`src/rtl/regfile_pkg.sv`:
```
// Shared widths, address constants and word/address types for the register file.
// Optional write-through forwarding is selected by REGFILE_WRITE_BYPASS_EN in register_file.
package regfile_pkg;

  localparam int DATA_W = 32;
  localparam int ADDR_W = 4;

  typedef logic [DATA_W-1:0] data_t;
  typedef logic [ADDR_W-1:0] addr_t;

  // Address 15 is the program counter view, never backed by storage
  localparam addr_t PC_ADDR = 4'hF;

endpackage

```
`src/rtl/register_file_if.sv`:
```
// Register-file access bundle: two read ports, one write port and the PC+8 value.
// The master modport is the datapath side and the slave modport is the register file.
interface register_file_if #(
  parameter int DATA_W = regfile_pkg::DATA_W,
  parameter int ADDR_W = regfile_pkg::ADDR_W
);

  logic              wr;
  logic [ADDR_W-1:0] ra1;
  logic [ADDR_W-1:0] ra2;
  logic [ADDR_W-1:0] wa;
  logic [DATA_W-1:0] wd;
  logic [DATA_W-1:0] r15;
  logic [DATA_W-1:0] rd1;
  logic [DATA_W-1:0] rd2;

  modport master (
    output wr, ra1, ra2, wa, wd, r15,
    input  rd1, rd2
  );

  modport slave (
    input  wr, ra1, ra2, wa, wd, r15,
    output rd1, rd2
  );

endinterface

```
`src/rtl/regfile_read_port.sv`:
```
// One combinational read port: PC select, optional forwarded write data, else stored word.
// The forwarding inputs are only ever asserted when REGFILE_WRITE_BYPASS_EN is defined.
module regfile_read_port #(
  parameter int DATA_W = regfile_pkg::DATA_W,
  parameter int ADDR_W = regfile_pkg::ADDR_W,
  parameter int NREGS  = (2 ** ADDR_W) - 1
) (
  input  logic [ADDR_W-1:0]            ra,
  input  logic [NREGS-1:0][DATA_W-1:0] regs,
  input  logic [DATA_W-1:0]            r15,
  input  logic                         fwd_valid,
  input  logic [ADDR_W-1:0]            fwd_addr,
  input  logic [DATA_W-1:0]            fwd_data,
  output logic [DATA_W-1:0]            rd
);

  localparam logic [ADDR_W-1:0] PC = {ADDR_W{1'b1}};

  // PC select outranks forwarding so address 15 always shows the live r15 input
  always_comb begin
    rd = regs[ra];
    if (ra == PC) begin
      rd = r15;
    end else if (fwd_valid && (ra == fwd_addr)) begin
      rd = fwd_data;
    end
  end

endmodule

```
`src/rtl/register_file.sv`:
```
// ARM-style register file: r0..r14 stored, r15 reads the external PC+8, two async reads.
// Define REGFILE_WRITE_BYPASS_EN to forward same-cycle write data to matching read ports.
module register_file
  import regfile_pkg::*;
#(
  parameter int DATA_W = regfile_pkg::DATA_W,
  parameter int ADDR_W = regfile_pkg::ADDR_W
) (
  input  logic           clk,
  input  logic           rst_n,
  register_file_if.slave bus
);

  localparam int                NREGS = (2 ** ADDR_W) - 1;
  localparam logic [ADDR_W-1:0] PC    = {ADDR_W{1'b1}};

  logic [NREGS-1:0][DATA_W-1:0] regs_flat;
  logic                         fwd_valid;

  // Writes to address 15 never match any stored index, so they fall away naturally
  genvar gi;
  generate
    for (gi = 0; gi < NREGS; gi++) begin : g_reg
      logic [DATA_W-1:0] q_reg;

      always_ff @(posedge clk) begin
        if (!rst_n) begin
          q_reg <= '0;
        end else if (bus.wr && (bus.wa == ADDR_W'(gi))) begin
          q_reg <= bus.wd;
        end
      end

      assign regs_flat[gi] = q_reg;
    end
  endgenerate

`ifdef REGFILE_WRITE_BYPASS_EN
  assign fwd_valid = bus.wr && rst_n && (bus.wa != PC);
`else
  assign fwd_valid = 1'b0;
`endif

  regfile_read_port #(
    .DATA_W (DATA_W),
    .ADDR_W (ADDR_W),
    .NREGS  (NREGS)
  ) u_port1 (
    .ra        (bus.ra1),
    .regs      (regs_flat),
    .r15       (bus.r15),
    .fwd_valid (fwd_valid),
    .fwd_addr  (bus.wa),
    .fwd_data  (bus.wd),
    .rd        (bus.rd1)
  );

  regfile_read_port #(
    .DATA_W (DATA_W),
    .ADDR_W (ADDR_W),
    .NREGS  (NREGS)
  ) u_port2 (
    .ra        (bus.ra2),
    .regs      (regs_flat),
    .r15       (bus.r15),
    .fwd_valid (fwd_valid),
    .fwd_addr  (bus.wa),
    .fwd_data  (bus.wd),
    .rd        (bus.rd2)
  );

endmodule

```
`src/flat_wrapper.sv`:
```
// flat-port wrapper written by rule: the top's interface ports become plain ports
module register_file_flat import regfile_pkg::*;
#(
  parameter int DATA_W = regfile_pkg::DATA_W,
  parameter int ADDR_W = regfile_pkg::ADDR_W
)
  (clk, rst_n, bus_wr, bus_ra1, bus_ra2, bus_wa, bus_wd, bus_r15, bus_rd1, bus_rd2);
  register_file_if #(.DATA_W(DATA_W), .ADDR_W(ADDR_W)) bus_i ();
  input  logic clk;
  input  logic rst_n;
  input wire logic [$bits(bus_i.wr)-1:0] bus_wr;
  input wire logic [$bits(bus_i.ra1)-1:0] bus_ra1;
  input wire logic [$bits(bus_i.ra2)-1:0] bus_ra2;
  input wire logic [$bits(bus_i.wa)-1:0] bus_wa;
  input wire logic [$bits(bus_i.wd)-1:0] bus_wd;
  input wire logic [$bits(bus_i.r15)-1:0] bus_r15;
  output wire logic [$bits(bus_i.rd1)-1:0] bus_rd1;
  output wire logic [$bits(bus_i.rd2)-1:0] bus_rd2;
  assign bus_i.wr = bus_wr;
  assign bus_i.ra1 = bus_ra1;
  assign bus_i.ra2 = bus_ra2;
  assign bus_i.wa = bus_wa;
  assign bus_i.wd = bus_wd;
  assign bus_i.r15 = bus_r15;
  assign bus_rd1 = bus_i.rd1;
  assign bus_rd2 = bus_i.rd2;
  register_file #(.DATA_W(DATA_W), .ADDR_W(ADDR_W)) u_core (.clk(clk), .rst_n(rst_n), .bus(bus_i));
endmodule
```
`config.mk`:
```
export PLATFORM = sky130hd
export DESIGN_NAME = register_file_flat
export DESIGN_NICKNAME = d
export VERILOG_FILES = /design/src/rtl/regfile_pkg.sv /design/src/rtl/register_file_if.sv /design/src/rtl/regfile_read_port.sv /design/src/rtl/register_file.sv /design/src/flat_wrapper.sv
export SDC_FILE = /design/constraint.sdc
export NUM_CORES = 1
export LEC_CHECK = 0
export CAP_MARGIN = 20
export CORE_MARGIN = 2
export CORE_UTILIZATION = 60
export DETAILED_ROUTE_END_ITERATION = 12
export PLACE_DENSITY = 0.8
export SYNTH_ARGS = -nofsm -noshare
export SYNTH_HDL_FRONTEND = slang
export SYNTH_SLANG_ARGS = --single-unit
```
`constraint.sdc`:
```
create_clock -name clk -period 3.6 [get_ports clk]
set_input_delay 0.72 -clock clk [delete_from_list [all_inputs] [get_ports clk]]
set_output_delay 0.72 -clock clk [all_outputs]
set_load 0.005 [all_outputs]
```
==> flow_metrics.py, run 1 <==
metrics = {
    "finish": {
        "final_area_sq_mm": 0.0299,
        "layout.cells.non_filler": 3360,
        "nets": 2858,
        "final_cell_mix": "nand2_1, dfxtp_1, a21boi_0",
        "final_common_cell": "nand2_1",
        "seq_area_sq_mm": 0.00961,
        "syn2layout_area_growth_pct": 15.7,
        "nFillCells": 2961,
        "drive_gt1_share_pct": 16.8,
        "fin_util_pct": 70.7,
        "multiInputGateArea_sq_mm": 0.0151,
        "largest_register_ffs": 480,
    },
    "global_routing": {
        "grt_use_total_pct": 38.7,
        "grt_max_degree": 150,
        "met2_usage_pct": 60.2,
        "grt_pass1_wl_um": 132000,
        "overflow": 0,
        "met1_usage_pct": 49.2,
        "grt_pass1_vias": 22843,
        "grt_busiest_layer": "met2",
        "antenna_found_initial": 6,
        "met3_usage_pct": 10.3,
    },
    "placement": {
        "dp_slack_ns": -0.0400,
        "gp_congestion": 0.904,
        "port_buffers": 142,
        "dp_hpwl_um": 52800,
        "dp_cells": 3266,
        "placed_area_sq_mm": 0.0282,
    },
    "synthesis": {
        "ys.flop_type": "dfxtp_1",
        "syn_inst": 2735,
        "synth_area_leaders": "dfxtp_1, mux4_2, nand2_1, a21boi_0, clkbuf_1",
        "ys_types": 32,
        "syn_nets": 2814,
        "synth-seq-area-share_pct": 37.2,
        "synth_top_area_cell": "dfxtp_1",
        "ys_ff_latch": 480,
        "ys_warn_count": 0,
        "async_flop_share_pct": 0,
        "synth_edf_count": 0,
        "netlist_area_sq_mm": 0.0258,
        "avgSynthCellArea_sq_um": 9.44,
        "synth_top_cell_area_share_pct": 37.2,
    },
    "cts": {
        "clock_latency_ns": 0.61,
        "ctsHoldBuffers": 0,
        "clock-sinks": 480,
        "path_clk_slew_ns": 0.06,
        "cts_tree": "yes",
        "cts_resized": 1,
        "cts_root_buffer": "clkbuf_16",
        "cts_setup_buffers": 0,
        "cts_buffer_depth": 3,
        "htree_levels": 2,
        "cts_buffers": 50,
    },
    "sta": {
        "fin_crit_sh_pct": 99.2,
        "tightest_slew_ns": 0.881,
        "whs_ns": 0.468,
        "hold_violations": 0,
        "finClkSkew_ns": 0,
        "setup_viol": 0,
        "fin_ws_ns": 0.0294,
        "relSlewSlack_pct": 41.2,
        "rsz0062_at_grt": "no",
        "fmaxAchievable_mhz": 280,
        "tns_ns": 0,
        "fin_crit_ns": 3.57,
        "final_max_slew_viol_count": 0,
    },
    "floorplanning": {
        "die_area_sq_mm": 0.0447,
        "rows": 75,
        "core_sq_mm": 0.0422,
        "ios": 143,
        "start_util_pct": 61.1,
        "die_x_um": 211,
        "die_h_um": 211,
    },
    "drt": {
        "drt_wl_total_um": 86400,
        "drt_iter0_drc": 3179,
        "via_per_inst": 6.81,
        "dr_total_vias": 22877,
        "dr.pass1.iters": 6,
        "detail_route.wl_per_cell_um": 25.7,
        "ant_nets": 0,
        "route.detailed.drc": 0,
    },
    "setup_path": {
        "arrival_ns": 2.85,
        "endpoint_kind": "output pin",
        "cp-start-kind": "input pin",
        "path_buf_inv": 3,
        "crit_slowest_cell": "mux4_2",
        "reg2reg_from": "u_core.g_reg[11].q_reg[28]",
        "rr_worst_depth": 2,
        "path_max_fanout": 22,
        "r2r_setup_slack_ns": 2.82,
        "critPathKind": "input pin to output pin",
        "path_cells": "buf_6 > buf_12 > mux4_2 > nor2b_1 > a211oi_1 > a21oi_1 > clkdlybuf4s50_1",
        "critPathMaxStageDelay_ns": 0.51,
        "cpLargestDelayFamily": "buffers and inverters",
        "crit_path_start": "bus_ra1[0]",
        "path_depth": 7,
        "r2r_end": "u_core.g_reg[11].q_reg[28]",
        "endpoint": "bus_rd1[8]",
        "required_ns": 2.88,
    },
    "power_and_ir_drop": {
        "peakVddDrop_mv": 0.326,
        "p_total_mw": 12.0,
        "powerDensity_mw_per_mm2": 403,
        "cellLeakagePower_nw": 9.80,
    },
    "flow_run": {
        "cap_violations": 0,
    },
    "status": {
        "status": "finished, final reports clean",
    },
    "worst_hold_path": {
        "holdCritPathClass": "flip-flop to flip-flop",
    },
}
==> synth_stat cells (all sizes together), types with 3 or more instances <==
master	count
inv	16
nor3	4
a21oi	33
nand3	4
mux2i	65
mux4	255
nand2b	3
a21boi	480
a211oi	33
nand2	986
buf	77
nor2	12
o221ai	16
clkbuf	194
dfxtp	480
nor2b	35
o211ai	32
==> worst min path at each step <==
stage / from / end / slack, ns / cells past startpoint
final: u_core.g_reg[2].q_reg[2] / u_core.g_reg[2].q_reg[2] / 0.47 / 2
after global placement: u_core.g_reg[0].q_reg[12] / u_core.g_reg[0].q_reg[12] / 0.45 / 2
after detailed placement: u_core.g_reg[2].q_reg[2] / u_core.g_reg[2].q_reg[2] / 0.46 / 2
after CTS: u_core.g_reg[2].q_reg[2] / u_core.g_reg[2].q_reg[2] / 0.46 / 2
after global routing: u_core.g_reg[8].q_reg[2] / u_core.g_reg[8].q_reg[2] / 0.49 / 2
after floorplan: u_core.g_reg[2].q_reg[3] / u_core.g_reg[2].q_reg[3] / 0.44 / 2
==> report_power, final <==
group | switching, mW | leakage [nW] | internal (mW) | total (mW)
sequential | 0.0535 | 3.87 | 5.38 | 5.43
clock | 2.22 | 0.829 | 3.10 | 5.32
combinational | 0.711 | 5.10 | 0.581 | 1.29
==> worst min-delay path: stages, from the launching register on <==
cell and delay, ns:
dfxtp_1 0.32, nand2_1 0.05, a21boi_1 0.05
==> routing by layer <==
layer	routed length, um	up-vias
li1	-	9673
met1	31000	11097
met2	39100	1712
met3	11300	389
met4	4980	6
met5	29	-
==> final cells by class <==
type                    instances  share of cell area, %
clock buffers                  77                   5.07
repair buffers                263                   9.33
well taps                     539                   2.26
flip-flops and latches        480                   32.2
multi-input cells            1968                   50.4
clock inverters                14                  0.499
inverters                      16                  0.201
diodes                          3                 0.0251
==> cells by family after synthesis <==
kind of cell	count (synthesis)	share of synthesized area, %
muxes	320	24.9
AOI/OAI and AO/OA	594	17.0
and+or+nand+nor	1054	15.9
buffers and inverters	287	4.86
DFF	480	37.2
(Power assumes the default switching activity.)
==> inputs of run 2 (changes only) <==
CTS_BUF_LIST = sky130_fd_sc_hd__clkbuf_8   (was default)
==> run 2 against run 1 <==
Utilization is 0.13 points higher. Critical path type unchanged. Via count is 0.66% higher. Die area did not move. Critical path depth did not move. Non-clock buffer count unchanged. Clock power shrank 2%. Final cell count up 1.6%. Cell area is 0.19% higher. Clock skew unchanged. Largest power group unchanged. Routed wire length decreased by 0.16%.
==> flow_metrics.py, run 2 (synthesis results as in run 1) <==
metrics = {
    "finish": {
        "nets": 2889,
        "drive_gt1_share_pct": 18.2,
        "final_area_sq_mm": 0.0299,
        "final_common_cell": "nand2_1",
        "nFillCells": 3001,
        "final_cell_mix": "nand2_1, dfxtp_1, a21boi_0",
        "syn2layout_area_growth_pct": 15.9,
        "largest_register_ffs": 480,
    },
    "setup_path": {
        "path_max_fanout": 25,
        "cpLargestDelayFamily": "buffers and inverters",
        "critPathMaxStageDelay_ns": 0.53,
        "required_ns": 2.88,
        "arrival_ns": 2.81,
        "endpoint_kind": "output pin",
        "crit_slowest_cell": "mux4_2",
        "critPathKind": "input pin to output pin",
        "cp-start-kind": "input pin",
        "path_cells": "buf_6 > buf_12 > mux4_2 > nor2b_1 > a211oi_1 > a21oi_1 > clkdlybuf4s50_1",
        "path_buf_inv": 3,
    },
    "flow_run": {
        "cap_violations": 0,
    },
    "floorplanning": {
        "ios": 143,
        "core_sq_mm": 0.0422,
        "rows": 75,
        "die_h_um": 211,
        "die_area_sq_mm": 0.0447,
        "start_util_pct": 61.1,
        "die_x_um": 211,
    },
    "sta": {
        "fin_crit_sh_pct": 98.2,
        "fmaxAchievable_mhz": 283,
        "relSlewSlack_pct": 42.5,
        "final_max_slew_viol_count": 0,
        "fin_crit_ns": 3.53,
        "tightest_slew_ns": 0.862,
        "whs_ns": 0.467,
        "tns_ns": 0,
        "rsz0062_at_grt": "no",
        "hold_violations": 0,
        "finClkSkew_ns": 0,
        "setup_viol": 0,
        "fin_ws_ns": 0.0651,
    },
    "power_and_ir_drop": {
        "pwr-share-clk_pct": 43.6,
        "cellLeakagePower_nw": 9.94,
        "peakVddDrop_mv": 0.243,
        "powerDensity_mw_per_mm2": 398,
        "p_switching_mw": 3.10,
        "internal_power_mw": 8.82,
        "comb_power_share_pct": 10.8,
        "switching_share_pct": 26.0,
        "power.share.sequential_pct": 45.6,
    },
    "placement": {
        "dp_slack_ns": -0.0400,
        "dp_hpwl_um": 52800,
        "placed_area_sq_mm": 0.0282,
        "port_buffers": 142,
        "gp_congestion": 0.904,
    },
    "global_routing": {
        "grt_use_total_pct": 38.8,
        "antenna_found_initial": 5,
        "grt_pass1_wl_um": 132000,
        "grt_max_degree": 150,
        "overflow": 0,
        "grt_pass1_vias": 22977,
    },
    "cts": {
        "cts_tree": "yes",
        "path_clk_slew_ns": 0.06,
        "cts_buffers": 81,
        "clock_latency_ns": 0.66,
        "cts_buffer_depth": 3,
        "htree_levels": 3,
        "clock-sinks": 480,
        "cts_root_buffer": "clkbuf_8",
        "ctsHoldBuffers": 0,
        "cts_setup_buffers": 0,
    },
    "drt": {
        "via_per_inst": 6.75,
        "route.detailed.drc": 0,
        "dr_total_vias": 23029,
        "drt_iter0_drc": 3388,
        "drt_wl_total_um": 86300,
        "detail_route.wl_per_cell_um": 25.3,
        "dr.pass1.iters": 6,
        "ant_nets": 0,
    },
    "worst_hold_path": {
        "holdCritPathClass": "flip-flop to flip-flop",
    },
    "status": {
        "status": "finished, final reports clean",
    },
}
==> run 2: cell count changes in the layout (fill, tap and decap cells not counted), sizes merged <==
cell,delta
clkbuf,+29
inv,+17
clkinv,+7
clkinvlp,+1
==> run 2: what timing repair did <==
action,in CTS,in global routing
setup endpoints to repair,4,3
pin swaps,0,0
gates resized for setup,1,1
==> run 2: final timing paths <==
| kind | startpoint | to | slack, ns | cells after the start |
|---|---|---|---|---|
| worst min-delay path | u_core.g_reg[2].q_reg[2] | u_core.g_reg[2].q_reg[2] | 0.47 | 2 |
| worst max register to register | u_core.g_reg[14].q_reg[29] | u_core.g_reg[14].q_reg[29] | 2.81 | 2 |
| worst max-delay path | bus_ra1[0] | bus_rd1[20] | 0.07 | 7 |
| worst min register to register | u_core.g_reg[2].q_reg[2] | u_core.g_reg[2].q_reg[2] | 0.47 | 2 |
==> run 2: metal layers <==
metal	part of all wire [%]	GRT usage, %
met5	0.023	0
met4	5.4	22.1
met3	13	9.69
met2	45	59.7
met1	37	50.2
==> run 2: worst register-to-register path: stages (launching register included) <==
cell and delay (ns):
dfxtp_1 0.39, nand2_1 0.09, a21boi_0 0.22
==> run 2: power groups by stage <==
stage                     clock network, mW  registers [mW]  logic [mW]
final                                  5.20            5.43        1.29
after global routing                   5.45            5.44        1.34
after CTS                              5.21            5.43        1.26
after detailed placement                  0            5.55        1.26
after global placement                    0            5.54        1.23
after floorplan                           0            5.53       0.734
==> run 2: cell type report <==
| cell class | count | area, sq um | share of cell area, % |
|---|---|---|---|
| clock buffers | 106 | 1460 | 4.88 |
| clock inverters | 39 | 260 | 0.870 |
| well taps | 539 | 674 | 2.25 |
| inverters | 16 | 60.1 | 0.201 |
| flip-flops and latches | 480 | 9610 | 32.1 |
| repair buffers | 263 | 2790 | 9.31 |
| diodes | 3 | 7.51 | 0.0251 |
| multi-input cells | 1968 | 15100 | 50.3 |
==> run 2: metrics by stage <==
stage | utilization (%) | power, mW | std cells
floorplan | - | 6.26 | 2735
global placement | 66.7 | 6.78 | 3266
detailed placement | 66.7 | 6.80 | 3266
CTS | 70.8 | 11.9 | 3411
global route | 70.8 | 12.2 | 3412
finish | 70.8 | 11.9 | 3414
